<file path="src/rtl/i2c_txn_scheduler_if.sv">
`default_nettype none
// ============================================================================
//  Module      : i2c_txn_scheduler_if
//  Description : Bundles the write/read request ports, the write/read
//                response ports and the I2C master command/completion
//                signals seen by the transaction scheduler.
//  Revision    : 1.0 - initial release
// ============================================================================
interface i2c_txn_scheduler_if;
  // Write request from the AXI slave front end
  logic       wr_valid;
  logic       wr_ready;
  logic [7:0] wr_addr;
  logic [7:0] wr_data;
  logic [6:0] wr_slv;

  // Read request from the AXI slave front end
  logic       rd_valid;
  logic       rd_ready;
  logic [7:0] rd_addr;
  logic [6:0] rd_slv;

  // Write response back to the AXI slave front end
  logic       bresp_valid;
  logic       bresp_ready;
  logic       bresp_err;

  // Read response back to the AXI slave front end
  logic       rresp_valid;
  logic       rresp_ready;
  logic [7:0] rresp_data;
  logic       rresp_err;

  // Command handoff to the I2C master
  logic [7:0] m_addr;
  logic [7:0] m_din;
  logic [6:0] m_slv_addr;
  logic       m_op_type;
  logic       m_cmd_valid;
  logic       m_cmd_ack;
  logic       m_trigger;

  // Completion and read data from the I2C master
  logic       m_wr_done;
  logic       m_nack;
  logic [7:0] m_rdata;
  logic       m_rdata_valid;
  logic       m_rdata_ack;

  // Status
  logic       pending_wr;
  logic       pending_rd;
  logic       busy;

  // Scheduler side
  modport slave (
    input  wr_valid, wr_addr, wr_data, wr_slv,
    input  rd_valid, rd_addr, rd_slv,
    input  bresp_ready, rresp_ready,
    input  m_cmd_ack, m_wr_done, m_nack, m_rdata, m_rdata_valid,
    output wr_ready, rd_ready,
    output bresp_valid, bresp_err,
    output rresp_valid, rresp_data, rresp_err,
    output m_addr, m_din, m_slv_addr, m_op_type, m_cmd_valid, m_trigger,
    output m_rdata_ack,
    output pending_wr, pending_rd, busy
  );

  // Environment side (AXI front end plus I2C master)
  modport master (
    output wr_valid, wr_addr, wr_data, wr_slv,
    output rd_valid, rd_addr, rd_slv,
    output bresp_ready, rresp_ready,
    output m_cmd_ack, m_wr_done, m_nack, m_rdata, m_rdata_valid,
    input  wr_ready, rd_ready,
    input  bresp_valid, bresp_err,
    input  rresp_valid, rresp_data, rresp_err,
    input  m_addr, m_din, m_slv_addr, m_op_type, m_cmd_valid, m_trigger,
    input  m_rdata_ack,
    input  pending_wr, pending_rd, busy
  );
endinterface
`default_nettype wire

</file>
<file path="src/rtl/i2c_txn_scheduler.sv">
`default_nettype none
// ============================================================================
//  Module      : i2c_txn_scheduler
//  Description : Round-robin arbiter and sequencer that issues one AXI-side
//                register write or read at a time to the shared I2C master,
//                guarded by a watchdog, and returns the response.
//  Revision    : 1.0 - initial release
// ============================================================================
module i2c_txn_scheduler #(
  parameter int  TIMEOUT_CYCLES = 4096,
  localparam int CNT_W          = $clog2(TIMEOUT_CYCLES + 1)
) (
  input wire                 clk,
  input wire                 reset,
  i2c_txn_scheduler_if.slave bus
);

  typedef enum logic [2:0] {
    IDLE  = 3'd0,
    ISSUE = 3'd1,
    TRIG  = 3'd2,
    WAIT  = 3'd3,
    RESP  = 3'd4
  } state_t;

  localparam logic GRANT_WR = 1'b0;
  localparam logic GRANT_RD = 1'b1;

  // Timeout fires when the count observed this cycle is the last allowed one,
  // so the abort lands exactly TIMEOUT_CYCLES cycles after leaving IDLE.
  localparam logic [CNT_W-1:0] CNT_LIMIT = CNT_W'(TIMEOUT_CYCLES - 1);
  localparam logic [CNT_W-1:0] CNT_MAX   = CNT_W'(TIMEOUT_CYCLES);

  state_t           state;
  logic             last_grant;
  logic [CNT_W-1:0] wd_cnt;

  logic [7:0]       cmd_addr;
  logic [7:0]       cmd_din;
  logic [6:0]       cmd_slv;
  logic             cmd_op;
  logic             cmd_valid;
  logic             trigger;

  logic             bresp_valid;
  logic             bresp_err;
  logic             rresp_valid;
  logic [7:0]       rresp_data;
  logic             rresp_err;
  logic             pending_wr;
  logic             pending_rd;

  logic             grant_wr;
  logic             grant_rd;
  logic             timeout;
  logic             wr_done;
  logic             rd_done;

  // Grant only in IDLE and out of reset; on contention alternate away from last winner
  always_comb begin
    grant_wr = 1'b0;
    grant_rd = 1'b0;
    if (state == IDLE && !reset) begin
      if (bus.wr_valid && (!bus.rd_valid || last_grant == GRANT_RD)) begin
        grant_wr = 1'b1;
      end else if (bus.rd_valid) begin
        grant_rd = 1'b1;
      end
    end
  end

  assign timeout = (wd_cnt >= CNT_LIMIT);
  assign wr_done = (state == WAIT) && (cmd_op == GRANT_WR) && bus.m_wr_done;
  assign rd_done = (state == WAIT) && (cmd_op == GRANT_RD) && bus.m_rdata_valid;

  // Transaction sequencer: arbitration, command handoff, completion, watchdog, response
  always_ff @(posedge clk) begin
    if (reset) begin
      state       <= IDLE;
      last_grant  <= GRANT_RD;
      wd_cnt      <= '0;
      cmd_addr    <= 8'h00;
      cmd_din     <= 8'h00;
      cmd_slv     <= 7'h00;
      cmd_op      <= 1'b0;
      cmd_valid   <= 1'b0;
      trigger     <= 1'b0;
      bresp_valid <= 1'b0;
      bresp_err   <= 1'b0;
      rresp_valid <= 1'b0;
      rresp_data  <= 8'h00;
      rresp_err   <= 1'b0;
      pending_wr  <= 1'b0;
      pending_rd  <= 1'b0;
    end else begin
      if ((state == ISSUE || state == TRIG || state == WAIT) && wd_cnt != CNT_MAX) begin
        wd_cnt <= wd_cnt + 1'b1;
      end

      case (state)
        IDLE: begin
          if (grant_wr) begin
            cmd_addr   <= bus.wr_addr;
            cmd_din    <= bus.wr_data;
            cmd_slv    <= bus.wr_slv;
            cmd_op     <= GRANT_WR;
            last_grant <= GRANT_WR;
            pending_wr <= 1'b1;
            cmd_valid  <= 1'b1;
            wd_cnt     <= '0;
            state      <= ISSUE;
          end else if (grant_rd) begin
            cmd_addr   <= bus.rd_addr;
            cmd_din    <= 8'h00;
            cmd_slv    <= bus.rd_slv;
            cmd_op     <= GRANT_RD;
            last_grant <= GRANT_RD;
            pending_rd <= 1'b1;
            cmd_valid  <= 1'b1;
            wd_cnt     <= '0;
            state      <= ISSUE;
          end
        end

        ISSUE: begin
          // An ack means the master owns the command, so it always gets its trigger
          if (bus.m_cmd_ack) begin
            cmd_valid <= 1'b0;
            trigger   <= 1'b1;
            state     <= TRIG;
          end else if (timeout) begin
            cmd_valid <= 1'b0;
            if (cmd_op == GRANT_RD) begin
              rresp_valid <= 1'b1;
              rresp_data  <= 8'h00;
              rresp_err   <= 1'b1;
            end else begin
              bresp_valid <= 1'b1;
              bresp_err   <= 1'b1;
            end
            state <= RESP;
          end
        end

        TRIG: begin
          trigger <= 1'b0;
          state   <= WAIT;
        end

        WAIT: begin
          // Completion takes priority over a timeout in the same cycle
          if (wr_done) begin
            bresp_valid <= 1'b1;
            bresp_err   <= bus.m_nack;
            state       <= RESP;
          end else if (rd_done) begin
            rresp_valid <= 1'b1;
            rresp_data  <= bus.m_rdata;
            rresp_err   <= bus.m_nack;
            state       <= RESP;
          end else if (timeout) begin
            if (cmd_op == GRANT_RD) begin
              rresp_valid <= 1'b1;
              rresp_data  <= 8'h00;
              rresp_err   <= 1'b1;
            end else begin
              bresp_valid <= 1'b1;
              bresp_err   <= 1'b1;
            end
            state <= RESP;
          end
        end

        RESP: begin
          if (bresp_valid && bus.bresp_ready) begin
            bresp_valid <= 1'b0;
            pending_wr  <= 1'b0;
            state       <= IDLE;
          end else if (rresp_valid && bus.rresp_ready) begin
            rresp_valid <= 1'b0;
            pending_rd  <= 1'b0;
            state       <= IDLE;
          end
        end

        default: state <= IDLE;
      endcase
    end
  end

  assign bus.wr_ready    = grant_wr;
  assign bus.rd_ready    = grant_rd;
  assign bus.bresp_valid = bresp_valid;
  assign bus.bresp_err   = bresp_err;
  assign bus.rresp_valid = rresp_valid;
  assign bus.rresp_data  = rresp_data;
  assign bus.rresp_err   = rresp_err;
  assign bus.m_addr      = cmd_addr;
  assign bus.m_din       = cmd_din;
  assign bus.m_slv_addr  = cmd_slv;
  assign bus.m_op_type   = cmd_op;
  assign bus.m_cmd_valid = cmd_valid;
  assign bus.m_trigger   = trigger;
  // Read data is acknowledged in the very cycle it is captured
  assign bus.m_rdata_ack = rd_done;
  assign bus.pending_wr  = pending_wr;
  assign bus.pending_rd  = pending_rd;
  assign bus.busy        = (state != IDLE);

endmodule
`default_nettype wire

</file>
<file path="src/flat_wrapper.sv">
// flat-port wrapper written by rule: the top's interface ports become plain ports
module i2c_txn_scheduler_flat 
#(
  parameter int  TIMEOUT_CYCLES = 4096,
  localparam int CNT_W          = $clog2(TIMEOUT_CYCLES + 1)
)
  (clk, reset, bus_wr_valid, bus_wr_addr, bus_wr_data, bus_wr_slv, bus_rd_valid, bus_rd_addr, bus_rd_slv, bus_bresp_ready, bus_rresp_ready, bus_m_cmd_ack, bus_m_wr_done, bus_m_nack, bus_m_rdata, bus_m_rdata_valid, bus_wr_ready, bus_rd_ready, bus_bresp_valid, bus_bresp_err, bus_rresp_valid, bus_rresp_data, bus_rresp_err, bus_m_addr, bus_m_din, bus_m_slv_addr, bus_m_op_type, bus_m_cmd_valid, bus_m_trigger, bus_m_rdata_ack, bus_pending_wr, bus_pending_rd, bus_busy);
  i2c_txn_scheduler_if bus_i ();
  input wire clk;
  input wire reset;
  input wire logic [$bits(bus_i.wr_valid)-1:0] bus_wr_valid;
  input wire logic [$bits(bus_i.wr_addr)-1:0] bus_wr_addr;
  input wire logic [$bits(bus_i.wr_data)-1:0] bus_wr_data;
  input wire logic [$bits(bus_i.wr_slv)-1:0] bus_wr_slv;
  input wire logic [$bits(bus_i.rd_valid)-1:0] bus_rd_valid;
  input wire logic [$bits(bus_i.rd_addr)-1:0] bus_rd_addr;
  input wire logic [$bits(bus_i.rd_slv)-1:0] bus_rd_slv;
  input wire logic [$bits(bus_i.bresp_ready)-1:0] bus_bresp_ready;
  input wire logic [$bits(bus_i.rresp_ready)-1:0] bus_rresp_ready;
  input wire logic [$bits(bus_i.m_cmd_ack)-1:0] bus_m_cmd_ack;
  input wire logic [$bits(bus_i.m_wr_done)-1:0] bus_m_wr_done;
  input wire logic [$bits(bus_i.m_nack)-1:0] bus_m_nack;
  input wire logic [$bits(bus_i.m_rdata)-1:0] bus_m_rdata;
  input wire logic [$bits(bus_i.m_rdata_valid)-1:0] bus_m_rdata_valid;
  output wire logic [$bits(bus_i.wr_ready)-1:0] bus_wr_ready;
  output wire logic [$bits(bus_i.rd_ready)-1:0] bus_rd_ready;
  output wire logic [$bits(bus_i.bresp_valid)-1:0] bus_bresp_valid;
  output wire logic [$bits(bus_i.bresp_err)-1:0] bus_bresp_err;
  output wire logic [$bits(bus_i.rresp_valid)-1:0] bus_rresp_valid;
  output wire logic [$bits(bus_i.rresp_data)-1:0] bus_rresp_data;
  output wire logic [$bits(bus_i.rresp_err)-1:0] bus_rresp_err;
  output wire logic [$bits(bus_i.m_addr)-1:0] bus_m_addr;
  output wire logic [$bits(bus_i.m_din)-1:0] bus_m_din;
  output wire logic [$bits(bus_i.m_slv_addr)-1:0] bus_m_slv_addr;
  output wire logic [$bits(bus_i.m_op_type)-1:0] bus_m_op_type;
  output wire logic [$bits(bus_i.m_cmd_valid)-1:0] bus_m_cmd_valid;
  output wire logic [$bits(bus_i.m_trigger)-1:0] bus_m_trigger;
  output wire logic [$bits(bus_i.m_rdata_ack)-1:0] bus_m_rdata_ack;
  output wire logic [$bits(bus_i.pending_wr)-1:0] bus_pending_wr;
  output wire logic [$bits(bus_i.pending_rd)-1:0] bus_pending_rd;
  output wire logic [$bits(bus_i.busy)-1:0] bus_busy;
  assign bus_i.wr_valid = bus_wr_valid;
  assign bus_i.wr_addr = bus_wr_addr;
  assign bus_i.wr_data = bus_wr_data;
  assign bus_i.wr_slv = bus_wr_slv;
  assign bus_i.rd_valid = bus_rd_valid;
  assign bus_i.rd_addr = bus_rd_addr;
  assign bus_i.rd_slv = bus_rd_slv;
  assign bus_i.bresp_ready = bus_bresp_ready;
  assign bus_i.rresp_ready = bus_rresp_ready;
  assign bus_i.m_cmd_ack = bus_m_cmd_ack;
  assign bus_i.m_wr_done = bus_m_wr_done;
  assign bus_i.m_nack = bus_m_nack;
  assign bus_i.m_rdata = bus_m_rdata;
  assign bus_i.m_rdata_valid = bus_m_rdata_valid;
  assign bus_wr_ready = bus_i.wr_ready;
  assign bus_rd_ready = bus_i.rd_ready;
  assign bus_bresp_valid = bus_i.bresp_valid;
  assign bus_bresp_err = bus_i.bresp_err;
  assign bus_rresp_valid = bus_i.rresp_valid;
  assign bus_rresp_data = bus_i.rresp_data;
  assign bus_rresp_err = bus_i.rresp_err;
  assign bus_m_addr = bus_i.m_addr;
  assign bus_m_din = bus_i.m_din;
  assign bus_m_slv_addr = bus_i.m_slv_addr;
  assign bus_m_op_type = bus_i.m_op_type;
  assign bus_m_cmd_valid = bus_i.m_cmd_valid;
  assign bus_m_trigger = bus_i.m_trigger;
  assign bus_m_rdata_ack = bus_i.m_rdata_ack;
  assign bus_pending_wr = bus_i.pending_wr;
  assign bus_pending_rd = bus_i.pending_rd;
  assign bus_busy = bus_i.busy;
  i2c_txn_scheduler #(.TIMEOUT_CYCLES(TIMEOUT_CYCLES)) u_core (.clk(clk), .reset(reset), .bus(bus_i));
endmodule
</file>
<file path="config.mk">
export PLATFORM = sky130hd
export DESIGN_NAME = i2c_txn_scheduler_flat
export DESIGN_NICKNAME = d
export VERILOG_FILES = /design/src/rtl/i2c_txn_scheduler_if.sv /design/src/rtl/i2c_txn_scheduler.sv /design/src/flat_wrapper.sv
export SDC_FILE = /design/constraint.sdc
export NUM_CORES = 1
export LEC_CHECK = 0
export BUFFER_PORTS_ARGS = -buffer_cell sky130_fd_sc_hd__clkbuf_2
export CORE_MARGIN = 5
export CORE_UTILIZATION = 44
export DETAILED_ROUTE_END_ITERATION = 10
export HOLD_SLACK_MARGIN = 0.06
export PLACE_DENSITY = 0.73
export SYNTH_ARGS = -nofsm -noshare
export SYNTH_HDL_FRONTEND = slang
export SYNTH_SLANG_ARGS = --single-unit
</file>
<file path="constraint.sdc">
create_clock -name clk -period 3.07 [get_ports clk]
set_input_delay 0.921 -clock clk [delete_from_list [all_inputs] [get_ports clk]]
set_output_delay 0.921 -clock clk [all_outputs]
set_load 0.02 [all_outputs]
</file>
# Word level (Yosys, flattened, before mapping)
# Index checks and enable logic that the tools add are counted.
dict set report word_totals {
  register_bits 57
  input_bits 56
  wordCells 138
}
dict set report op_classes {
  addsub 1
  order_cmp 1
  n_eq_ne 18
  mux 69
  n_bitwise 1
  n_reduce_logical 32
}
# op count
set ops {}
lappend ops {{$mux 8} 9}
lappend ops {{$mux 13} 4}
lappend ops {{$mux 1} 36}
lappend ops {{$mux 3} 8}
lappend ops {{$pmux 8 s2} 1}
lappend ops {{$pmux 3 s5} 1}
lappend ops {{$mux 7} 2}
lappend ops {{$ne 2x2->1 const B} 7}
lappend ops {{$add 13x1->13 const B} 1}
lappend ops {{$ge 13x12->1 const B} 1}
lappend ops {{$ne 13x13->1 const B} 1}
lappend ops {{$pmux 1 s2} 6}
lappend ops {{$reduce_and 3->1} 4}
lappend ops {{$reduce_and 5->1} 2}
lappend ops {{$reduce_bool 2->1} 5}
lappend ops {{$logic_and 1x1->1} 9}
lappend ops {{$eq 3x2->1 const B} 2}
lappend ops {{$ne 3x2->1 const B} 2}
lappend ops {{$pmux 1 s3} 2}
lappend ops {{$reduce_and 2->1} 3}
lappend ops {{$reduce_bool 3->1} 2}
lappend ops {{$ne 2x1->1 const B} 2}
lappend ops {{$reduce_and 4->1} 1}
lappend ops {{$eq 3x1->1 const B} 1}
lappend ops {{7 further kinds} 10}

# Logic depth before layout (Yosys ltp)
# Gate-level depths: netlist of run 1.
dict set report logic_depth {
  ltp_word 8
  ltp_mapped 8
}

# Worst setup path before layout of run 1
# OpenSTA, ideal clock, no wires.
dict set report synth_path {
  path_kind {input-to-output}
  startpoint {input bus_wr_valid}
  endpoint {output bus_wr_ready}
  t_arrival_ps 2149
  slack_ps 0
  path_stages 5
  n_path_buf 2
  path_cell_list {or4b_4 -> or3_1 -> buf_6 -> clkinv_4 -> buf_2}
}
dict set report synth_via {
  elab_chain_cells 3
}
# element line
set synth_rtl {}
lappend synth_rtl {{start: declaration} flat_wrapper.sv:11} ;# input wire logic [$bits(bus_i.wr_valid)-1:0] bus_wr_valid;
lappend synth_rtl {{$logic_and 1x1->1} i2c_txn_scheduler.sv:64} ;# if (bus.wr_valid && (!bus.rd_valid || last_grant == GRANT_RD)) begin
lappend synth_rtl {{$mux 1} i2c_txn_scheduler.sv:64}
lappend synth_rtl {{$mux 1} i2c_txn_scheduler.sv:63} ;# if (state == IDLE && !reset) begin
lappend synth_rtl {{end: declaration} flat_wrapper.sv:25} ;# output wire logic [$bits(bus_i.wr_ready)-1:0] bus_wr_ready;
# No other way between the ends.

# Worst setup path after layout of run 1
# Ends and elaborated chain as after synthesis.

==> results of run 1 <==
-- synth_stat cells, drive strengths merged, types with 2 or more instances --
cell type  count  area share [%]
dfxtp         57              44
nand2         36             5.2
nand3         25             4.8
nor2          24             3.5
inv           19             2.8
a21oi         17             3.3
clkbuf        15             2.2
o311ai         9             3.1
a22o           8             2.7
a22oi          8             2.3
nand4          8             1.9
a311oi         7             2.4
o21ai          6             1.2
xor2           5             1.7
buf            4             1.6
nand2b         3            0.73
nor2b          3            0.73
o211ai         3            0.87
or3            3            0.73
a211oi         2            0.58
a21boi         2            0.58
a221o          2            0.78
a31oi          2            0.48
and2           2            0.48
ha             2            0.97
nor3           2            0.39
nor4b          2            0.68
o21a           2            0.58
o31ai          2            0.58
or2            2            0.48
or4            2            0.58
xnor2          2            0.68
-- where the power goes --
group	total [mW]	leakage [nW]	internal, mW	switching, mW
Sequential	0.835	0.466	0.796	0.0393
Combinational	0.335	0.852	0.134	0.201
Clock	0.686	0.102	0.412	0.274
Total	1.86	1.42	1.34	0.515
-- area by class of cell --
cell class                      instances  area, um2  share of cell area, %
Multi-Input combinational cell        207       1270                   38.0
Sequential cell                        57       1140                   34.2
Timing Repair Buffer                  108        563                   16.9
Clock buffer                           12        155                   4.65
Tap cell                               72       90.1                   2.70
Inverter                               20       80.1                   2.40
Clock inverter                          3       40.0                   1.20
-- registers in the layout (all words and copies together) (netlist names) --
register,count
u_core.bus.m_din,8
u_core.bus.m_cmd_valid,1
u_core.bus.rresp_valid,1
u_core.bus.m_addr,8
u_core.bus.pending_wr,1
u_core.bus.bresp_err,1
u_core.bus.bresp_valid,1
u_core.wd_cnt,13
u_core.state,3
u_core.last_grant,1
u_core.bus.m_op_type,1
u_core.bus.rresp_data,8
u_core.bus.m_trigger,1
u_core.bus.pending_rd,1
u_core.bus.m_slv_addr,7
u_core.bus.rresp_err,1
-- worst max-delay path by stage --
stage	end	slack (ns)	depth (start not counted)
3_3_place_gp	bus_wr_ready	0.03	5
3_5_place_dp	bus_wr_ready	0.004	5
6_report	bus_wr_ready	0.04	5
5_1_grt	bus_wr_ready	0.02	5
4_1_cts	bus_wr_ready	0.001	5
2_1_floorplan	bus_wr_ready	0.05	5
-- metrics by stage --
stage               cells  setup slack (ns)  util [%]
floorplan             303            0.0514         -
global placement      464            0.0348      56.0
detailed placement    464           0.00419      56.0
CTS                   479           0.00131      59.5
global route          479            0.0201      59.5
finish                479            0.0384      59.5
-- kinds of logic (layout without fill, tap and decap cells) --
kind of cell,Yosys count,after routing,share of synthesized area [%]
flip-flops,57,57,44.2
XOR/XNOR,7,7,2.38
AND/OR/NAND/NOR,117,117,22.0
multiplexers,2,2,0.824
adder cells (fa/ha/maj),2,2,0.970
AO/OA/AOI/OAI,79,79,22.6
buffers and inverters,39,143,6.93
-- worst min-delay path, delay by kind of cell, from the launching register on --
| kind | cells | cell delay (ns) |
|---|---|---|
| flip-flops | 1 | 0.31 |
| AO/OA/AOI/OAI | 1 | 0.05 |
| buffers and inverters | 1 | 0.05 |
-- metal layers --
metal	up-vias	global-route usage [%]	wire [um]
li1	1301	-	-
met1	1184	23.9	3170
met2	96	25.7	2740
met3	9	4.75	669
met4	0	7.79	97
met5	-	0	0
==> metrics.md, run 1 <==
| Metric | Value |
|---|---|
| Post-DR vias/cell | around 5.4 |
| Final critical-path share of the clock period | a little over nine tenths |
| CP top delay family | simple AND/OR/NAND/NOR gates |
| Post-CTS setup-driven buffer insertion count | 0 |
| Number of synthesized register bits | 57 |
| Power per standard cell area | approximately 560 mW/mm2 |
| Synthesized netlist net count | roughly 360 |
| Worst Setup End Kind | output port |
| Ratio of cells with drive above 1 in the final layout | 31.9% |
| Initial antenna violation count | 0 |
| Area growth from synthesis to final layout | 29.4% |
| Latest clock arrival within the worst-skew pair | around 0.33 ns |
| Timing-limited maximum frequency | 330 MHz |
| Leakage power of the design | approximately 1.4 nW |
| Worst IR drop on VDD | approximately 0.00027 V |
| Mapped Avg Cell Area | ~8.5 um2 |
| Clock sink total | 57 |
| Post-CTS Hold Fix Bufs | 0 |
| Fin area | between 0.003 and 0.004 mm2 |
| R2R Setup Slk | 0.91 ns |
| Detailed-routing iteration count for the pre-antenna-repair pass | 4 |
| Launching instance or port of the critical path | bus_wr_valid |
| Maximum fanout along the worst path | 3 |
| Die X | around 87 um |
| Required time of the worst setup path | roughly 2.2 ns |
| Number of cells on the worst reg-to-reg path | 6 |
| Number of antenna-violating nets in the routed design | 0 |
| Tot Pwr | 1.86 mW |
| Number of antenna cells inserted | 0 |
| Classification of the worst setup path | primary input to output port |
| Arrival @ worst endpoint | roughly 2.1 ns |
| DRC violation count after routing | 0 |
| CTS tree | yes |
| Core Rows | 27 |
| Unrepaired setup endpoints after global routing | no |
| Max stage delay on crit path | 0.46 ns |
| Chain of cells forming the critical path | clkbuf_2, or4b_4, or3_4, clkinv_4, clkbuf_2 |
| Commonest cells after routing, fill and taps aside | 99 x clkbuf_2, 57 x dfxtp_1, 36 x nand2_1 |
| Core area | about 0.0056 mm2 |
| Initial core utilization | between 40% and 50% |
| Setup_tns | 0 ns |
| Post-CTS Resized | 0 |
| Number of DRC violations after detailed-routing iteration 0 | 116 |
| Max Clock Skew | 0.00703 ns |
| Count of maximum capacitance violations | 0 |
| Routability-driven placement congestion ratio | ~0.81 |
| Drt wl/cell | between 10 and 15 um |
| Min-Delay Endpoint | u_core.bus.bresp_err |
| Type of origin of the critical path | primary input |
| Crit-path slowest cell | or4b_4 |
| Max Transition Viols Final | 0 |
| Netlist area before placement | 0.00258 mm2 |
| Part of the Yosys area used for sequential elements | between 40% and 50% |
| Startpoint of the tightest hold check path | u_core.bus.bresp_err |
| Overall routed net length | ~6.7 mm |
| Most frequent standard cell in the layout excluding fill and tap cells | clkbuf_2 |
| Number of distinct library cell variants in the gate-level netlist after synthesis | 52 |
| Die boundary height | approximately 87 um |
| Global-route wire length before repair | around 11 mm |
| Slew at the pin closest to its max-slew limit | 0.646 ns |
| Predominant post-synthesis flop cell | dfxtp_1 |
| Maximum root-to-sink buffer count | 2 |
| IO Port Bufs | 99 |
| Cell area reported after detailed placement | around 0.0031 mm2 |
| Worst hold path stage count | 2 |
| Most numerous cell on the critical path | clkbuf_2 |
| Number of buffers added by the clock tree synthesis step | 9 |
| Shortest period the worst path allows | 3.03 ns |
| Worst flop-to-flop path endpoint | u_core.bus.m_slv_addr[0] |
| Root buf cell | clkbuf_8 |
| Detailed-route via count | ~2600 |
| Reg-to-reg critical path startpoint | u_core.state[0] |
| Count of flip-flops with a built-in enable after synthesis | 0 |
| Count of final hold-check violations | 0 |
| Remaining max-slew budget at the tightest pin | between 50% and 60% |
| Maximum number of pins on one net before global-route repair | 38 |
| Run status | finished clean |
| Number of setup violations in the final report | 0 |
| Via count of the first global-routing pass | 2257 |
| Number of buffer and inverter stages on the critical path | 3 |
| Worst hold margin | 0.467 ns |
| # H-tree levels | 3 |
| Async S/R FF share, synth | 0% |
| Number of nets in the layout | 461 |
| Post-DP HPWL | 4.97 mm |
| Die ar. | about 0.0075 mm2 |
| Total GRT Usage | between 10% and 20% |
| Type of the tightest min-delay check | register to register |
| Number of filler cells placed in the layout | roughly 540 |
| Congestion Overflow GR | 0 |
| Number of top-level pins | 100 |
| Syn Inst Count | 303 |
| Clock slew at reported path FFs | approximately 0.06 ns |
| Synthesis Warnings | 0 |
(Power assumes the default switching activity.)
==> inputs of run 2 (changes only) <==
ABC_AREA = 1   (was not set)
TNS_END_PERCENT = 50   (was not set)
==> metrics.md, run 2 <==
| Metric | Value |
|---|---|
| Mapped Avg Cell Area | 7.09 um2 (-17%) |
| Commonest cells after routing, fill and taps aside | 99 x clkbuf_2, 87 x nand2_1, 57 x nor2_1, 57 x dfxtp_1, 33 x o21ai_0 |
| Combinational fraction of design power | 33.4% (+15 points) |
| Area growth from synthesis to final layout | 27.8% |
| Number of DRC violations after detailed-routing iteration 0 | 180 (+55%) |
| Slew at the pin closest to its max-slew limit | 0.401 ns (-0.245 ns) |
| Die boundary height | 87.3 um (+0.83%) |
| Required time of the worst setup path | 2.15 ns (about the same) |
| Worst Setup End Kind | output port |
| CTS tree | yes |
| DRC violation count after routing | 0 (unchanged) |
| Max stage delay on crit path | 0.17 ns (-0.29 ns) |
| Unrepaired setup endpoints after global routing | no |
| Worst flop-to-flop path endpoint | u_core.wd_cnt[8] |
| Global-route wire length before repair | 11.0 mm (+4.5%) |
| Number of filler cells placed in the layout | 560 (+4.7%) |
| Internal power contribution | 1.59 mW (+18%) |
| Final Non-Filler Cells | 552 (+15%) |
| Clock sink total | 57 (unchanged) |
| Congestion Overflow GR | 0 (unchanged) |
| Power per standard cell area | 760 mW/mm2 (+37%) |
| Maximum fanout along the worst path | 19 (+16) |
| Die ar. | 0.00762 mm2 (+1.7%) |
| Post-CTS Resized | 0 (unchanged) |
| Worst IR drop on VDD | 0.000459 V (+68%) |
| Post-DP HPWL | 5.05 mm (+1.6%) |
| CP endpoint | bus_wr_ready |
| Clock slew at reported path FFs | 0.06 ns (about the same) |
| Cell accounting for the most synthesized area | dfxtp_1 |
| Predominant post-synthesis flop cell | dfxtp_1 |
| Initial core utilization | 44.9% (-1.1 points) |
| Switching part of the total | 37.9% (+10 points) |
| Most repeated cell in the gate-level netlist after synthesis | nand2_1 |
| Arrival @ worst endpoint | 1.63 ns (-0.48 ns) |
| Most frequent standard cell in the layout excluding fill and tap cells | clkbuf_2 |
| Tot Pwr | 2.55 mW (+38%) |
| Post-CTS Hold Fix Bufs | 0 (unchanged) |
| Overall routed net length | 6.66 mm (-0.27%) |
| Part of the Yosys area used for sequential elements | 43.4% (-0.82 points) |
| Crit-path slowest cell | clkbuf_2 |
| Ratio of cells with drive above 1 in the final layout | 27.0% (-4.9 points) |
| Syn Inst Count | 371 (+22%) |
| Most flops, register | u_core.wd_cnt |
| Number of nets in the layout | 530 (+15%) |
| Chain of cells forming the critical path | clkbuf_2, nand2_1, nand2_1, inv_1, nand2_4, inv_2, clkbuf_2 |
| Reg power frac | 39.7% (-5.3 points) |
| Count of final hold-check violations | 0 (unchanged) |
| Post-route worst setup slack | 0.518 ns (+0.479 ns) |
| Biggest area contributors in the synthesized netlist | dfxtp_1 43%, nand2_1 12%, nor2_1 8.1%, o21ai_0 6.3%, a21oi_1 4.8% |
| Number of buffers added by the clock tree synthesis step | 9 (unchanged) |
| Remaining max-slew budget at the tightest pin | 73.2% (+17 points) |
| Fraction of post-synthesis cell area in the top cell type by area | 43.4% (-0.82 points) |
| Type of the tightest min-delay check | register to register |
| Routability-driven placement congestion ratio | 0.873 (+7.6%) |
| Number of flip-flops in the largest register | 13 (unchanged) |
| Via count of the first global-routing pass | 2512 (+11%) |
| Drt wl/cell | 12.1 um (-13%) |
| Run status | finished clean |
| Number of top-level pins | 100 (unchanged) |
| Maximum root-to-sink buffer count | 2 (unchanged) |
| Relative contribution of the clock network to total power | 26.8% (-10 points) |
| Number of synthesized register bits | 57 (unchanged) |
| Root buf cell | clkbuf_8 |
| Number of buffer and inverter stages on the critical path | 4 (+1) |
| Number of cells on the worst reg-to-reg path | 9 (+3) |
| R2R Setup Slk | 1.17 ns (+0.26 ns) |
| Leakage power of the design | 1.59 nW (+12%) |
| Classification of the worst setup path | primary input to output port |
| Initial antenna violation count | 0 (unchanged) |
| Post-DR vias/cell | 4.91 (-9.1%) |
| Detailed-route via count | 2712 (+4.7%) |
| Maximum number of pins on one net before global-route repair | 27 (-29%) |
| CP top delay family | buffers and inverters |
| Count of flip-flops with a built-in enable after synthesis | 0 (unchanged) |
| Number of distinct library cell variants in the gate-level netlist after synthesis | 29 (-44%) |
| IO Port Bufs | 99 (unchanged) |
| Final critical-path share of the clock period | 83.1% (-16 points) |
| Setup_tns | 0 ns (unchanged) |
| Post-CTS setup-driven buffer insertion count | 0 (unchanged) |
| Core area | 0.00585 mm2 (+4.3%) |
| Instance count on the critical path | 7 (+2) |
| Number of antenna cells inserted | 0 (unchanged) |
| NetSw | 0.969 mW (+88%) |
| Type of origin of the critical path | primary input |
| Number of antenna-violating nets in the routed design | 0 (unchanged) |
| Shortest period the worst path allows | 2.55 ns (-0.479 ns) |
| Leading post-synthesis cells by instance count | 87 x nand2_1, 57 x dfxtp_1, 57 x nor2_1, 33 x o21ai_0, 32 x inv_1 |
| Launching instance or port of the critical path | bus_rd_valid |
| Synthesized netlist net count | 429 (+19%) |
| Number of setup violations in the final report | 0 (unchanged) |
| Max Clock Skew | 0.00416 ns (-0.00287 ns) |
| Async S/R FF share, synth | 0% (unchanged) |
| Total GRT Usage | 18.3% (+0.79 points) |
| Instance count after placement with tap cells included | 536 (+16%) |
| Detailed-routing iteration count for the pre-antenna-repair pass | 4 (unchanged) |
| Worst setup slack before clock tree synthesis | 0.511 ns (+0.507 ns) |
| # H-tree levels | 3 (unchanged) |
| Die X | 87.3 um (+0.83%) |
| Max Transition Viols Final | 0 (unchanged) |
| Reg-to-reg critical path startpoint | u_core.wd_cnt[0] |
| Count of maximum capacitance violations | 0 (unchanged) |
| Timing-limited maximum frequency | 392 MHz (+19%) |
| Core Rows | 28 (+3.7%) |
| Synthesis Warnings | 0 (unchanged) |
| Netlist area before placement | 0.00263 mm2 (+1.9%) |
| Latest clock arrival within the worst-skew pair | 0.33 ns (about the same) |
## run 2: kinds of logic (layout without fill, tap and decap cells)
| group | Yosys count | after routing | synth area share [%] |
|---|---|---|---|
| buffers and inverters | 48 | 154 | 8.00 |
| AND/OR/NAND/NOR | 180 | 180 | 28.9 |
| adder cells (fa/ha/maj) | 2 | 2 | 0.952 |
| XOR/XNOR | 7 | 7 | 2.33 |
| flip-flops | 57 | 57 | 43.4 |
| AO/OA/AOI/OAI | 77 | 77 | 16.4 |
## run 2: metal layers
layer | routed length [um] | global-route usage, % | vias up
met3 | 622 | 7.19 | 13
met2 | 2800 | 27.7 | 92
li1 | - | - | 1399
met5 | 0 | 0 | -
met4 | 116 | 7.11 | 0
met1 | 3120 | 23.3 | 1208
## run 2: worst min path at each step
stage	endpoint	start	cells after the start
2_1_floorplan	u_core.last_grant	u_core.last_grant	2
3_3_place_gp	u_core.bus.m_addr[2]	u_core.bus.m_addr[2]	2
3_5_place_dp	u_core.bus.rresp_err	u_core.bus.rresp_err	2
4_1_cts	u_core.bus.rresp_err	u_core.bus.rresp_err	2
5_1_grt	u_core.bus.rresp_data[5]	u_core.bus.rresp_data[5]	2
6_report	u_core.bus.pending_rd	u_core.bus.pending_rd	2
## run 2: metrics by stage
stage	instance area [um2]	util, %	hold WS [ns]
2_1_floorplan	2630	-	0.454
3_3_place_gp	3170	54.2	0.439
3_5_place_dp	3170	54.2	0.446
4_1_cts	3360	57.4	0.457
5_1_grt	3360	57.4	0.477
6_report	3360	57.4	0.456
## run 2: power by group through the flow
stage	sequential [mW]	clock (mW)	combinational [mW]
2_1_floorplan	1.12	0	0.525
3_3_place_gp	1.02	0	0.850
3_5_place_dp	1.03	0	0.864
4_1_cts	1.01	0.698	0.864
5_1_grt	1.04	0.738	0.960
6_report	1.01	0.686	0.854
## run 2: worst reg2reg max path: stages, from the launching register on
cell and delay, ns:
dfxtp_1 0.31, inv_1 0.13, ha_1 0.16, nand3_1 0.08, nor2_1 0.13, nand3_1 0.08, nand2_1 0.28, inv_1 0.29
o21ai_0 0.26, nor2_1 0.06
## run 2: cell type report
type	instances	area [um2]	share of cell area, %
Multi-Input combinational cell	266	1280	38.0
Inverter	35	134	3.98
Tap cell	75	93.8	2.79
Clock buffer	13	149	4.43
Sequential cell	57	1140	34.0
Timing Repair Buffer	103	526	15.6
Clock inverter	3	40.0	1.19
